==> src/rtl/uart_seq_pkg.sv <==
// Shared types and register-map constants for the UART bus sequencer.
// Imported by uart_seq_fifo and uart_bus_sequencer.
package uart_seq_pkg;

    typedef enum logic [2:0] {
        POLL     = 3'd0,
        RX_READ  = 3'd1,
        RX_CLR   = 3'd2,
        TX_LOAD  = 3'd3,
        TX_START = 3'd4,
        TX_WAIT  = 3'd5
    } seq_state_t;

    localparam logic REG_CTRL = 1'b0;
    localparam logic REG_DATA = 1'b1;

    localparam int unsigned CTRL_SEND_BIT  = 0;
    localparam int unsigned CTRL_RXNEW_BIT = 1;

endpackage

==> src/rtl/uart_seq_fifo.sv <==
// Circular transmit FIFO: push/pop with occupancy count; full pushes and empty pops are ignored.
// DEPTH must be a power of two so the pointers wrap naturally.
module uart_seq_fifo
    import uart_seq_pkg::*;
#(
    parameter int unsigned DEPTH = 8,
    parameter int unsigned WIDTH = 8
) (
    input  logic                     clk,
    input  logic                     reset,
    input  logic                     push,
    input  logic [WIDTH-1:0]         push_data,
    input  logic                     pop,
    output logic [WIDTH-1:0]         head,
    output logic [$clog2(DEPTH):0]   count,
    output logic                     full,
    output logic                     empty
);

    localparam int unsigned AW = $clog2(DEPTH);
    localparam logic [AW:0] FULL_COUNT = AW'(0) + (AW + 1)'(DEPTH);

    logic [WIDTH-1:0] mem [DEPTH];
    logic [AW-1:0]    wr_ptr;
    logic [AW-1:0]    rd_ptr;
    logic             do_push;
    logic             do_pop;

    assign full    = (count == FULL_COUNT);
    assign empty   = (count == '0);
    assign do_push = push && !full;
    assign do_pop  = pop && !empty;
    assign head    = mem[rd_ptr];

    always_ff @(posedge clk) begin
        if (reset) begin
            wr_ptr <= '0;
            rd_ptr <= '0;
            count  <= '0;
        end else begin
            if (do_push) begin
                wr_ptr <= wr_ptr + AW'(1);
            end
            if (do_pop) begin
                rd_ptr <= rd_ptr + AW'(1);
            end
            case ({do_push, do_pop})
                2'b10:   count <= count + (AW + 1)'(1);
                2'b01:   count <= count - (AW + 1)'(1);
                default: count <= count;
            endcase
        end
    end

    always_ff @(posedge clk) begin
        if (do_push) begin
            mem[wr_ptr] <= push_data;
        end
    end

endmodule

==> src/rtl/uart_bus_sequencer.sv <==
// Autonomous master for the UART register port: drains a TX FIFO and fetches received bytes.
// Optional TX_WAIT timeout abort is enabled by defining UART_SEQ_TIMEOUT_EN.
module uart_bus_sequencer
    import uart_seq_pkg::*;
#(
    parameter int unsigned FIFO_DEPTH = 8,
    parameter int unsigned TX_TIMEOUT = 100000
) (
    input  logic                          clk_i,
    input  logic                          reset_i,
    input  logic [7:0]                    tx_data_i,
    input  logic                          tx_valid_i,
    output logic                          tx_ready_o,
    output logic [7:0]                    rx_data_o,
    output logic                          rx_valid_o,
    output logic [31:0]                   uart_wdata_o,
    output logic                          uart_reg_sel_o,
    output logic                          uart_wr_o,
    input  logic [31:0]                   uart_rdata_i,
    output logic [$clog2(FIFO_DEPTH):0]   fifo_count_o,
    output logic                          busy_o,
    output logic                          tx_err_o
);

    if ((FIFO_DEPTH < 2) || ((FIFO_DEPTH & (FIFO_DEPTH - 1)) != 0) || (TX_TIMEOUT < 1)) begin : g_bad_params
        $error("uart_bus_sequencer: FIFO_DEPTH must be a power of two >= 2 and TX_TIMEOUT >= 1");
    end

    seq_state_t state;
    seq_state_t next_state;

    logic       ret_wait;
    logic       tx_inflight;
    logic       clr_inflight;
    logic       fifo_pop;
    logic       fifo_full;
    logic       fifo_empty;
    logic [7:0] fifo_head;
    logic       send;
    logic       rxnew;
    logic       unused_rdata_bits;

    assign send              = uart_rdata_i[CTRL_SEND_BIT];
    assign rxnew             = uart_rdata_i[CTRL_RXNEW_BIT];
    assign unused_rdata_bits = ^uart_rdata_i[31:8];

    uart_seq_fifo #(
        .DEPTH (FIFO_DEPTH),
        .WIDTH (8)
    ) u_fifo (
        .clk       (clk_i),
        .reset     (reset_i),
        .push      (tx_valid_i),
        .push_data (tx_data_i),
        .pop       (fifo_pop),
        .head      (fifo_head),
        .count     (fifo_count_o),
        .full      (fifo_full),
        .empty     (fifo_empty)
    );

    assign tx_ready_o = !fifo_full;
    assign busy_o     = (state != POLL) || !fifo_empty;

`ifdef UART_SEQ_TIMEOUT_EN
    localparam int unsigned TW = $clog2(TX_TIMEOUT + 1);

    logic [TW-1:0] wait_cnt;
    logic          timeout_hit;

    // Leaving TX_WAIT (including an RX excursion) restarts the count on re-entry.
    always_ff @(posedge clk_i) begin
        if (reset_i || (state != TX_WAIT)) begin
            wait_cnt <= '0;
        end else begin
            wait_cnt <= wait_cnt + TW'(1);
        end
    end

    assign timeout_hit = (wait_cnt == TW'(TX_TIMEOUT - 1));
`endif

    always_ff @(posedge clk_i) begin
        if (reset_i) begin
            state       <= POLL;
            ret_wait    <= 1'b0;
            tx_inflight <= 1'b0;
            rx_data_o   <= '0;
        end else begin
            state <= next_state;
            if ((next_state == RX_READ) && (state != RX_READ)) begin
                ret_wait <= (state == TX_WAIT);
            end
            if (state == RX_READ) begin
                rx_data_o <= uart_rdata_i[7:0];
            end
            if (state == TX_START) begin
                tx_inflight <= 1'b1;
            end else if (clr_inflight) begin
                tx_inflight <= 1'b0;
            end
        end
    end

    always_comb begin
        next_state     = state;
        uart_reg_sel_o = REG_CTRL;
        uart_wr_o      = 1'b0;
        uart_wdata_o   = '0;
        fifo_pop       = 1'b0;
        rx_valid_o     = 1'b0;
        tx_err_o       = 1'b0;
        clr_inflight   = 1'b0;

        case (state)
            POLL: begin
                if (rxnew) begin
                    next_state = RX_READ;
                end else if (!fifo_empty && !send) begin
                    next_state = TX_LOAD;
                end
            end
            RX_READ: begin
                uart_reg_sel_o = REG_DATA;
                next_state     = RX_CLR;
            end
            RX_CLR: begin
                // Rewriting send with the in-flight flag clears rxnew without disturbing a transmission.
                uart_wr_o    = 1'b1;
                uart_wdata_o = {31'b0, tx_inflight};
                rx_valid_o   = 1'b1;
                next_state   = ret_wait ? TX_WAIT : POLL;
            end
            TX_LOAD: begin
                uart_reg_sel_o = REG_DATA;
                uart_wr_o      = 1'b1;
                uart_wdata_o   = {24'b0, fifo_head};
                fifo_pop       = 1'b1;
                next_state     = TX_START;
            end
            TX_START: begin
                uart_wr_o    = 1'b1;
                uart_wdata_o = 32'h1;
                next_state   = TX_WAIT;
            end
            TX_WAIT: begin
                if (rxnew) begin
                    next_state = RX_READ;
                end else if (!send) begin
                    clr_inflight = 1'b1;
                    next_state   = POLL;
                end
`ifdef UART_SEQ_TIMEOUT_EN
                else if (timeout_hit) begin
                    uart_wr_o    = 1'b1;
                    uart_wdata_o = '0;
                    tx_err_o     = 1'b1;
                    clr_inflight = 1'b1;
                    next_state   = POLL;
                end
`endif
            end
            default: begin
                next_state = POLL;
            end
        endcase
    end

endmodule
==> config.mk <==
export PLATFORM = sky130hd
export DESIGN_NAME = uart_bus_sequencer
export DESIGN_NICKNAME = d
export VERILOG_FILES = /design/src/rtl/uart_seq_pkg.sv /design/src/rtl/uart_seq_fifo.sv /design/src/rtl/uart_bus_sequencer.sv
export SDC_FILE = /design/constraint.sdc
export NUM_CORES = 1
export LEC_CHECK = 0
export ABC_AREA = 1
export BUFFER_PORTS_ARGS = -buffer_cell sky130_fd_sc_hd__buf_2
export CAP_MARGIN = 20
export CORE_MARGIN = 5
export CORE_UTILIZATION = 45
export CTS_CLUSTER_DIAMETER = 60
export CTS_CLUSTER_SIZE = 16
export DETAILED_ROUTE_END_ITERATION = 12
export PLACE_DENSITY = 0.67
export RECOVER_POWER = 50
export SLEW_MARGIN = 20
export SYNTH_ARGS = -nofsm -noshare
export SYNTH_HDL_FRONTEND = slang
export SYNTH_SLANG_ARGS = --single-unit
==> constraint.sdc <==
create_clock -name clk_i -period 4.1 [get_ports clk_i]
set_clock_uncertainty 0.2 [all_clocks]
set_input_delay 0.205 -clock clk_i [delete_from_list [all_inputs] [get_ports clk_i]]
set_output_delay 0.205 -clock clk_i [all_outputs]
set_load 0.005 [all_outputs]
# After elaboration in Yosys (flattened, before gate mapping)
# Memory sizes are Yosys's and may differ from the RTL's. A register that Yosys moved wholly into a read port is not among the register bits.
# Index checks and enable logic that the tools add are counted.
[totals]
register_bits = 23
ram_bits = 64
out_inout_bits = 50
word_cells = 58
mem_count = 1
[classes]
add_sub_neg = 4
eq_ne = 10
mux = 21
reduce_logical = 15
[mem_list]
columns = ["memory", "words", "width", "rd", "rd_clocked_by_memory_dff", "wr", "line_no", "rtl"]
rows = [
  ["u_fifo.mem", 8, 8, 1, 1, 1, "uart_seq_fifo.sv:23", "logic [WIDTH-1:0] mem [DEPTH];"],
]
[op_table]
columns = ["op", "n"]
rows = [
  ["$pmux 8 s3", 1],
  ["$mux 3", 7],
  ["$pmux 3 s6", 1],
  ["$mux 1", 11],
  ["$pmux 4 s2", 1],
  ["$add 3x1->3 const B", 2],
  ["$eq 3x1->1 const B", 2],
  ["$eq 3x2->1 const B", 2],
  ["$eq 3x3->1 const B", 2],
  ["$add 4x1->4 const B", 1],
  ["$eq 4x4->1 const B", 1],
  ["$logic_and 1x1->1", 4],
  ["$logic_not 4->1", 1],
  ["$reduce_bool 2->1", 2],
  ["$sub 4x1->4 const B", 1],
  ["$logic_not 1->1", 3],
  ["$logic_not 3->1", 1],
  ["$ne 3x1->1 const B", 1],
  ["$reduce_bool 3->1", 1],
  ["$reduce_or 3->1", 1],
  ["$eq 2x1->1 const B", 1],
  ["$eq 2x2->1 const B", 1],
  ["$reduce_or 2->1", 1],
  ["$logic_or 1x1->1", 1],
]

# Logic depth before layout (Yosys ltp)
# Gate-level depths: netlist of run 1.
[depth]
ltp_word = 8
ltp_mapped = 15
ltp_nobuf = 15

# Cells and area by module
# Synthesis of run 1 repeated with hierarchy kept, for this count alone.
[unflattened]
cells_unflattened = 407
area_unflattened_um2 = 4090.2
[modules_own_cells]
columns = ["mod", "n_inst", "cells_per_inst", "area_each_um2", "seq_area_each_um2"]
rows = [
  ["uart_seq_fifo", 1, 276, 3213.1, 2182.1],
  ["uart_bus_sequencer", 1, 131, 877.1, 260.2],
]

# Worst setup path before layout of run 1
# No wires, ideal clock.
[synth_timing]
path_type = "register to register"
startpoint = "reg state[2]"
endpoint = "reg u_fifo.count[3]"
setup_time_ns = 0.070
arrival_time_ns = 1.821
required_ns = 3.830
setup_slack_ns = 2.009
path_stages_with_launch = 15
synth_period_minus_slack_ns = 2.091
path_cell_list = "dfxtp_1 nor2_4 nand2_2 clkinv_4 nand2_4 clkinv_2 ha_1 ha_1 nand2_1 nand2_1 nor2_1 nand2_1 nand2_1 nand2_1 a21oi_1"
[synth_via]
elab_chain_len = 5
[synth_lines]
columns = ["element", "line_no", "rtl"]
rows = [
  ["start: declaration", "uart_bus_sequencer.sv:29", "seq_state_t state;"],
  ["start signal: assignment", "uart_bus_sequencer.sv:90", "state <= next_state;"],
  ["$eq 3x2->1 (*)", "uart_bus_sequencer.sv:115", "case (state)"],
  ["$mux 1 (*)", "uart_bus_sequencer.sv:115", ""],
  ["$logic_and 1x1->1 (*)", "uart_seq_fifo.sv:32", "assign do_pop = pop && !empty;"],
  ["net u_fifo.do_pop", "uart_seq_fifo.sv:27", "logic do_pop;"],
  ["$eq 2x1->1 or $eq 2x2->1 (tied branches)", "uart_seq_fifo.sv:47", "case ({do_push, do_pop})"],
  ["$pmux 4 s2 or $reduce_bool 2->1 (tied branches)", "-", ""],
  ["end signal: assignment", "uart_seq_fifo.sv:48", "2'b10: count <= count + (AW + 1)'(1);"],
  ["end signal: assignment", "uart_seq_fifo.sv:49", "2'b01: count <= count - (AW + 1)'(1);"],
  ["end signal: assignment", "uart_seq_fifo.sv:50", "default: count <= count;"],
  ["end: declaration", "uart_seq_fifo.sv:15", "output logic [$clog2(DEPTH):0] count,"],
]
# Mark *: on every way through the listed nets, which the timed path passes. The rest lies on a longest branch.
# A chain may end at the register's enable or synchronous reset.

# Worst setup path in the final report of run 1
[layout_timing]
startpoint = "reg state[0]"
endpoint = "reg u_fifo.count[3]"
# Same word-level chain as after synthesis.

==> results of run 1 <==
## area by class of cell
| class | count | area, µm² |
|---|---|---|
| fillers | 808 | 4220 |
| clock buffers | 10 | 128 |
| repair buffers | 62 | 378 |
| well taps | 108 | 135 |
| inverters | 23 | 92.6 |
| clock inverters | 6 | 72.6 |
| flip-flops and latches | 90 | 2440 |
| multi-input cells | 265 | 1260 |
## layer usage
metal  GRT usage, %  routed length [µm]  up-vias
met1           18.5                3510     1330
met3           5.59                 552        9
met4           4.44                 108        0
met2           25.1                3970       97
li1               -                   -     1403
met5              0                   0        -
## state kept, by name, summed over array words and instances, names as in the netlist, named ones only
name           flops
ret_wait           1
rx_data_o          8
state              3
tx_inflight        1
u_fifo.count       4
u_fifo.mem        64
u_fifo.rd_ptr      3
u_fifo.wr_ptr      3
## cell families (layout without fill, tap and decap cells)
logic type	after synthesis	after routing	synth area share (%)
other	1	25	0.0933
and+or+nand+nor	156	156	16.6
AOI/OAI and AO/OA	73	73	9.93
DFF	90	90	60.8
buffers and inverters	62	101	9.46
adders and majority gates	6	6	2.05
xor gates and xnor gates	5	5	1.09
## worst paths after layout
| path | startpoint | endpoint | slack, ns | cells past startpoint |
|---|---|---|---|---|
| hold reg to reg | ret_wait$_SDFFE_PP0P_ | ret_wait$_SDFFE_PP0P_ | 0.26 | 2 |
| hold / removal | reset_i | state[2]$_SDFF_PP0_ | 0.05 | 2 |
| setup / recovery | state[0]$_SDFF_PP0_ | u_fifo.count[3]$_SDFFE_PP0P_ | 1.14 | 15 |
| setup reg to reg | state[0]$_SDFF_PP0_ | u_fifo.count[3]$_SDFFE_PP0P_ | 1.14 | 15 |
## power groups by stage
stage | clock [µW] | combinational, µW | sequential [µW]
6_report | 607 | 206 | 1030
3_3_place_gp | 0 | 198 | 1050
2_1_floorplan | 0 | 157 | 1050
5_1_grt | 662 | 239 | 1040
3_5_place_dp | 0 | 203 | 1050
4_1_cts | 619 | 216 | 1030
## cell usage after synthesis, types with 3 or more instances
| cell | instances |
|---|---|
| sky130_fd_sc_hd__a21oi_1 | 20 |
| sky130_fd_sc_hd__inv_2 | 3 |
| sky130_fd_sc_hd__o211ai_1 | 7 |
| sky130_fd_sc_hd__xor2_1 | 3 |
| sky130_fd_sc_hd__o21ai_1 | 32 |
| sky130_fd_sc_hd__ha_1 | 5 |
| sky130_fd_sc_hd__nand3_1 | 16 |
| sky130_fd_sc_hd__inv_1 | 18 |
| sky130_fd_sc_hd__buf_4 | 28 |
| sky130_fd_sc_hd__nor2_1 | 74 |
| sky130_fd_sc_hd__edfxtp_1 | 64 |
| sky130_fd_sc_hd__dfxtp_1 | 26 |
| sky130_fd_sc_hd__o22ai_1 | 7 |
| sky130_fd_sc_hd__o21ai_0 | 5 |
| sky130_fd_sc_hd__nand2_2 | 3 |
| sky130_fd_sc_hd__buf_2 | 5 |
| sky130_fd_sc_hd__buf_6 | 4 |
| sky130_fd_sc_hd__nand2_1 | 53 |
## critical path: cells and delay by family (launching register included)
family | cells | cell delay, ns
compound gates | 1 | 0.11
fa+ha+maj | 2 | 0.61
buf+inv | 3 | 0.33
flops | 1 | 0.43
simple gates | 9 | 1.22
## cell usage in the layout, fill, tap and decap left out, drive strengths merged, types with 2 or more instances in the layout
cell type,netlist,routed
edfxtp,64,64
o21ai,37,37
dfxtp,26,26
clkbuf,1,28
xnor2,2,2
nor2,77,77
inv,21,22
buf,38,27
xor2,3,3
clkinv,2,5
nand2,58,58
o22ai,7,7
a21oi,22,22
dlygate4sd3,0,17
conb,1,25
o211ai,7,7
nand3,17,17
ha,5,5
## per-stage QoR
stage	setup WS (ns)	std cells	util [%]
floorplan	2.01	417	-
global placement	1.60	531	48.0
detailed placement	1.55	531	48.0
CTS	1.52	564	52.3
global route	0.860	564	51.6
finish	1.14	564	51.6
==> impl_summary.md, run 1 <==
Synthesis
For this run, the register share of the synthesized area comes to 60.8%. The fraction of post-synthesis cell area in the top cell type by area is 47.8%. The count of state elements after synthesis is 90.

Of all flip-flops after synthesis, the portion carrying an async set or reset was 0%. The number of unique standard cell types used by synthesis is 34. After synthesis the cells add up to around 0.004 mm². The number of synthesized flops with an enable pin is 64. The total of warnings raised by yosys is 0. The main flop type after synthesis is sky130_fd_sc_hd__edfxtp_1.

The cell type contributing the most total cell area after synthesis is sky130_fd_sc_hd__edfxtp_1. A synthesized cell averages 10.2 µm². Ranked by total cell area, the synthesized netlist is headed by sky130_fd_sc_hd__edfxtp_1, sky130_fd_sc_hd__dfxtp_1, sky130_fd_sc_hd__nor2_1. The cell count after synthesis came out at 393.

Hold path
The type of the most critical hold path is in -> reg.

Power
The net switching power of the design is 472 µW. The power density of the placed cells is between 400 and 500 mW/mm². The share of total power in the clock network is between 30 and 40%. The leakage power is 0.00174 µW.

IR analysis of the VDD net gives a maximum drop of between 0.00015 and 0.0002 V. The fraction of power consumed by sequential logic is about 56%. The power after layout is 1850 µW. Combinational logic burns 11.2% of the power. The internal power summed over all cells is about 1400 µW.

In this run switching power makes up 25.6% of total power.

Final layout
Cells with a size suffix above 1 make up between 10% and 20% of the layout. The summed area of non-filler cells in the final layout is 0.00450 mm². The number of nets in the layout is 500.

The count of antenna diodes in the layout is 0. The synthesis-to-layout area growth is 12.1%.

Floorplanning
The core region is 0.00872 mm². The effective utilization at floorplan is 46.1%. The initialized floorplan defines 34 standard-cell rows. From left edge to right edge, the die measures 105 µm. The number of top-level design ports is 93. The floorplan step set the die height to 105 µm. The die covers 0.0109 mm².

Clock network
In this run, post-CTS repair resized a total of 0 instances. The source-to-sink clock delay at the later pin of the worst-skew pair is 0.35 ns. CTS placed an instance of sky130_fd_sc_hd__clkbuf_8 at the clock tree root. After clock tree synthesis, the clock-pin slew on the worst setup and hold paths is 0.08 ns. The number of buffers created by CTS is 9. The clock tree from TritonCTS is built. The number of buffers on the longest clock path is 2. The number of buffers inserted by hold repair at cts is 17. The clock net sink count is 90. The count of H-tree levels built during CTS is 3. Once the clock tree was built, the setup fixing pass inserted 0 buffers.

Timing
The portion of the clock cycle consumed by the worst path in the final layout is 72.3%. The count of final max-slew check failures is 0. At the pin with the least slew margin, the transition time is 0.946 ns. On the final layout, the worst hold slack is about 0.047 ns. The smallest clock period supported by the final layout is computed as 2.96 ns. The hold violation total from the final report is 0.

The worst relative slew slack is 36.7%. For this run, the top clock speed supported by timing is roughly 340 MHz. The total negative slack is 0 ns. The final count of negative-setup-slack endpoints is 0. Setup repair after global routing left no endpoint under its margin.

Global routing
Entering global routing, the biggest net connects 33 pins. For this run the aggregate overflow at the end of global routing stands at 0. In the global route stage, overall resource usage came out at ~15%. The number of global-route vias before repair is 2754. The initial antenna violation count is 0. The first global-routing pass estimated about 13000 µm of wire.

Setup path
The kind of end point of the critical path is a register. The critical path goes through clkinv_1 -> nor2_1 -> nand2_2 -> clkinv_4 -> nand2_4 -> clkinv_2 -> ha_1 -> ha_1 -> nand2_1 -> nand2_1 -> nor2_1 -> nand2_1 -> nand2_1 -> nand2_1 -> a21oi_1. Data on the critical path arrives at its endpoint at 3.05 ns. The startpoint kind of the worst setup timing path is a register. The maximum fanout along the worst path is 11. The delay of the slowest cell on the worst path is 0.52 ns. The dominant cell type by count on the critical path is sky130_fd_sc_hd__nand2_1. The endpoint required time on the critical path is 4.19 ns.

The critical path is of the reg -> reg type. Among all stages on the critical path, the largest delay is contributed by sky130_fd_sc_hd__nor2_1.

Outcome
The flow ran to the end, and the final reports show no timing, DRC or antenna violations.

Route
The total wire length after detailed routing is 8150 µm. The number of routed nets with antenna violations is 0. The number of DRC violations after detailed routing is 0. After detailed routing, the number of vias per cell comes to 5.03.

For this block, the initial DRC count from the detailed router was 135. The final routed wire length divided by cell count is 14.4 µm. The routed layout has 2839 vias. For this run, the detailed router's first-pass iteration total came to 5.

Place
The placed cell area is ~0.0042 mm². At the end of routability-driven placement, the weighted congestion stood at 0.737. The placed wire-length estimate after detailed placement is about 5100 µm. Buffers placed on the I/O ports in this run total 43.

Job
The count of maximum capacitance violations is 0.
No activity file was read; power rests on OpenSTA's default activity.
==> run 2: changes to the inputs <==
Settings changed: PLACE_DENSITY 0.67 to 0.69.
Clock period 4.1 ns to 2.55 ns, I/O delays scaled along.
==> impl_summary.md, run 2 (synthesis gave the netlist of run 1 again) <==
Outcome
The flow ran to the end, and the final reports show no timing, DRC or antenna violations.

Clock network
CTS built an H-tree with a depth of 3. Clock latency on the worst-skew pair, taken at its later pin, is around 0.35 ns. TritonCTS built the clock tree. The number of clock buffers added by TritonCTS is 9. The root buffer selected by CTS is sky130_fd_sc_hd__clkbuf_8. After clock tree synthesis, the clock-pin slew on the worst setup and hold paths is 0.09 ns. The post-CTS setup-driven buffer insertion count is 0. The clock passes through at most 2 buffers.

For this design, the sink count on the clock tree is 90.

Place
At the end of routability-driven placement, the weighted congestion stood at just under 0.8. Including well taps, the total number of placed cells is 544. The worst setup slack before clock tree synthesis is 0.188 ns. In this run the tool buffered the top-level ports with 43 buffer cells. Detailed placement finished with a half-perimeter wire length of 5190 µm.

Timing
The portion of the clock cycle consumed by the worst path in the final layout is 88.8%. The worst hold margin is 0.252 ns. The hold violation total from the final report is 0. The count of final max-slew check failures is 0. The final count of negative-setup-slack endpoints is 0. Setup repair after global routing left no endpoint under its margin. For the final routed database, the setup TNS stands at 0 ns. In this run the tightest slew margin relative to its limit is 40.8%. The measured slew at the worst slew-check pin is 0.887 ns.

The top achievable clock speed is 442 MHz. The final critical-path setup slack is approximately 0.29 ns. The clock period minus worst slack is around 2.3 ns.

Global routing
Entering global routing, the biggest net connects 33 pins. The initial antenna violation count was 0. The overall overflow remaining after global route is 0. The number of global-route vias before repair is between 2000 and 3000.

The global routing usage summed across all routing layers is 14.6%. The first global-routing pass estimated 12800 µm of wire.

Final layout
For this run, the share of the core covered by cells in the final layout is between 50 and 60%. Summing all multi-input logic gate instances after layout gives 0.00128 mm². The largest registers in the layout are u_fifo.mem x64, rx_data_o x8, u_fifo.count x4. Ranked by flip-flop count, first place goes to u_fifo.mem.

The most common cell after layout, fill and taps aside is sky130_fd_sc_hd__nor2_1. In the layout the commonest cells are sky130_fd_sc_hd__nor2_1, sky130_fd_sc_hd__edfxtp_1, sky130_fd_sc_hd__nand2_1. Leaving out filler cells and counting taps, the final layout contains 586. The ratio of cells with drive above 1 in the final layout is 15.5%. The area occupied by registers is 0.00244 mm².

The repair_antennas step left the layout with diodes totalling 0. From synthesis to final layout, the design area changed by 16.7%. The number of nets in the layout is 522. The register with the most flip-flops in the layout has 64 of them. The number of fill cells is 741.

Floorplanning
The effective utilization at floorplan is 46.1%. In this run the core area contains 34 standard-cell rows. The die covers between 0.01 and 0.015 mm².

a little over 90 I/O pins were placed. The area of the core region is 0.00872 mm². From left edge to right edge, the die measures between 100 and 150 µm. The height of the die is 105 µm.

Power
In this run the power density over the cells is 610 mW/mm². In this run the static leakage power is 0.00186 µW. The peak ir drop on the vdd network is approximately 0.00035 V.

Route
The final routed wire length divided by cell count is 13.2 µm. The total wire length after detailed routing is approximately 7800 µm. In the routed design, unresolved DRC markers number 0. Once detail routing completed, the nets flagged for antenna violations numbered 0. The via density per instance is around 4.8. The violation count after the first detailed-route iteration is 95. The via count of the routed design is 2834. The first detailed-routing pass took 4 iterations.

Setup path
The kind of end point of the critical path is an output port. Counting both buffers and inverters, the worst setup path holds a total of 2. The delay of the slowest cell on the worst path is 0.59 ns. On the critical path, the stage with the largest delay is an instance of sky130_fd_sc_hd__dfxtp_1.

The class of the most critical setup path is reg -> out. Data on the critical path arrives at its endpoint at 1.94 ns. In this design, the critical path's most frequently occurring cell is sky130_fd_sc_hd__nor2_1. In this design, the largest share of critical-path delay is due to flip-flops. At the worst endpoint, the required time is 2.22 ns.

Traced cell by cell, the critical path runs through buf_4 -> nor2_1 -> nor2_1 -> o21ai_1 -> o211ai_1 -> nand2_1 -> nor2_1 -> buf_2. The worst setup path is launched from a register. The maximum fanout along the worst path is 22.

Job
The count of maximum capacitance violations is 0.

Hold path
The type of the most critical hold path is reg -> reg.
run 2: metrics by stage:
step | cell area [µm²] | power (µW)
finish | 4690 | 2860
global route | 4690 | 3020
CTS | 4710 | 2900
detailed placement | 4280 | 2030
global placement | 4280 | 2020
floorplan | 4110 | 1940
run 2: worst min-delay path, cell delays in order, from the launching register on:
cell	delay (ns)
sky130_fd_sc_hd__dfxtp_1	0.32
sky130_fd_sc_hd__inv_1	0.05
sky130_fd_sc_hd__a21oi_1	0.05
run 2: final timing paths:
path | startpoint | end | slack [ns] | cells past startpoint
min reg2reg | ret_wait$_SDFFE_PP0P_ | ret_wait$_SDFFE_PP0P_ | 0.25 | 2
max | register | uart_wdata_o[4] | 0.29 | 8
min | ret_wait$_SDFFE_PP0P_ | ret_wait$_SDFFE_PP0P_ | 0.25 | 2
max reg2reg | state[0]$_SDFF_PP0_ | u_fifo.count[3]$_SDFFE_PP0P_ | 0.32 | 15
run 2: what timing repair did:
| action | CTS | global route |
|---|---|---|
| resized for setup | 0 | 3 |
| hold buffers | 26 | 0 |
| setup endpoints to repair | 0 | 1 |
| hold endpoints to repair | 83 | 0 |
run 2: layout make-up:
class / count / area share [%]
Sequential cell: 90 / 52.1
Clock inverter: 6 / 0.880
Tap cell: 108 / 2.88
Multi-Input combinational cell: 265 / 27.4
Timing Repair Buffer: 84 / 12.1
Inverter: 23 / 1.97
Clock buffer: 10 / 2.72
run 2: routing by layer:
metal,GRT usage (%),routed length (µm)
met2,24.3,3770
met5,0,0
met4,3.42,102
met3,5.71,623
met1,17.8,3270
run 2: report_power, final:
group,total [µW],switching [µW],internal [µW]
clock network,830,475,356
logic,372,218,154
registers,1660,39.4,1620
total,2860,732,2130
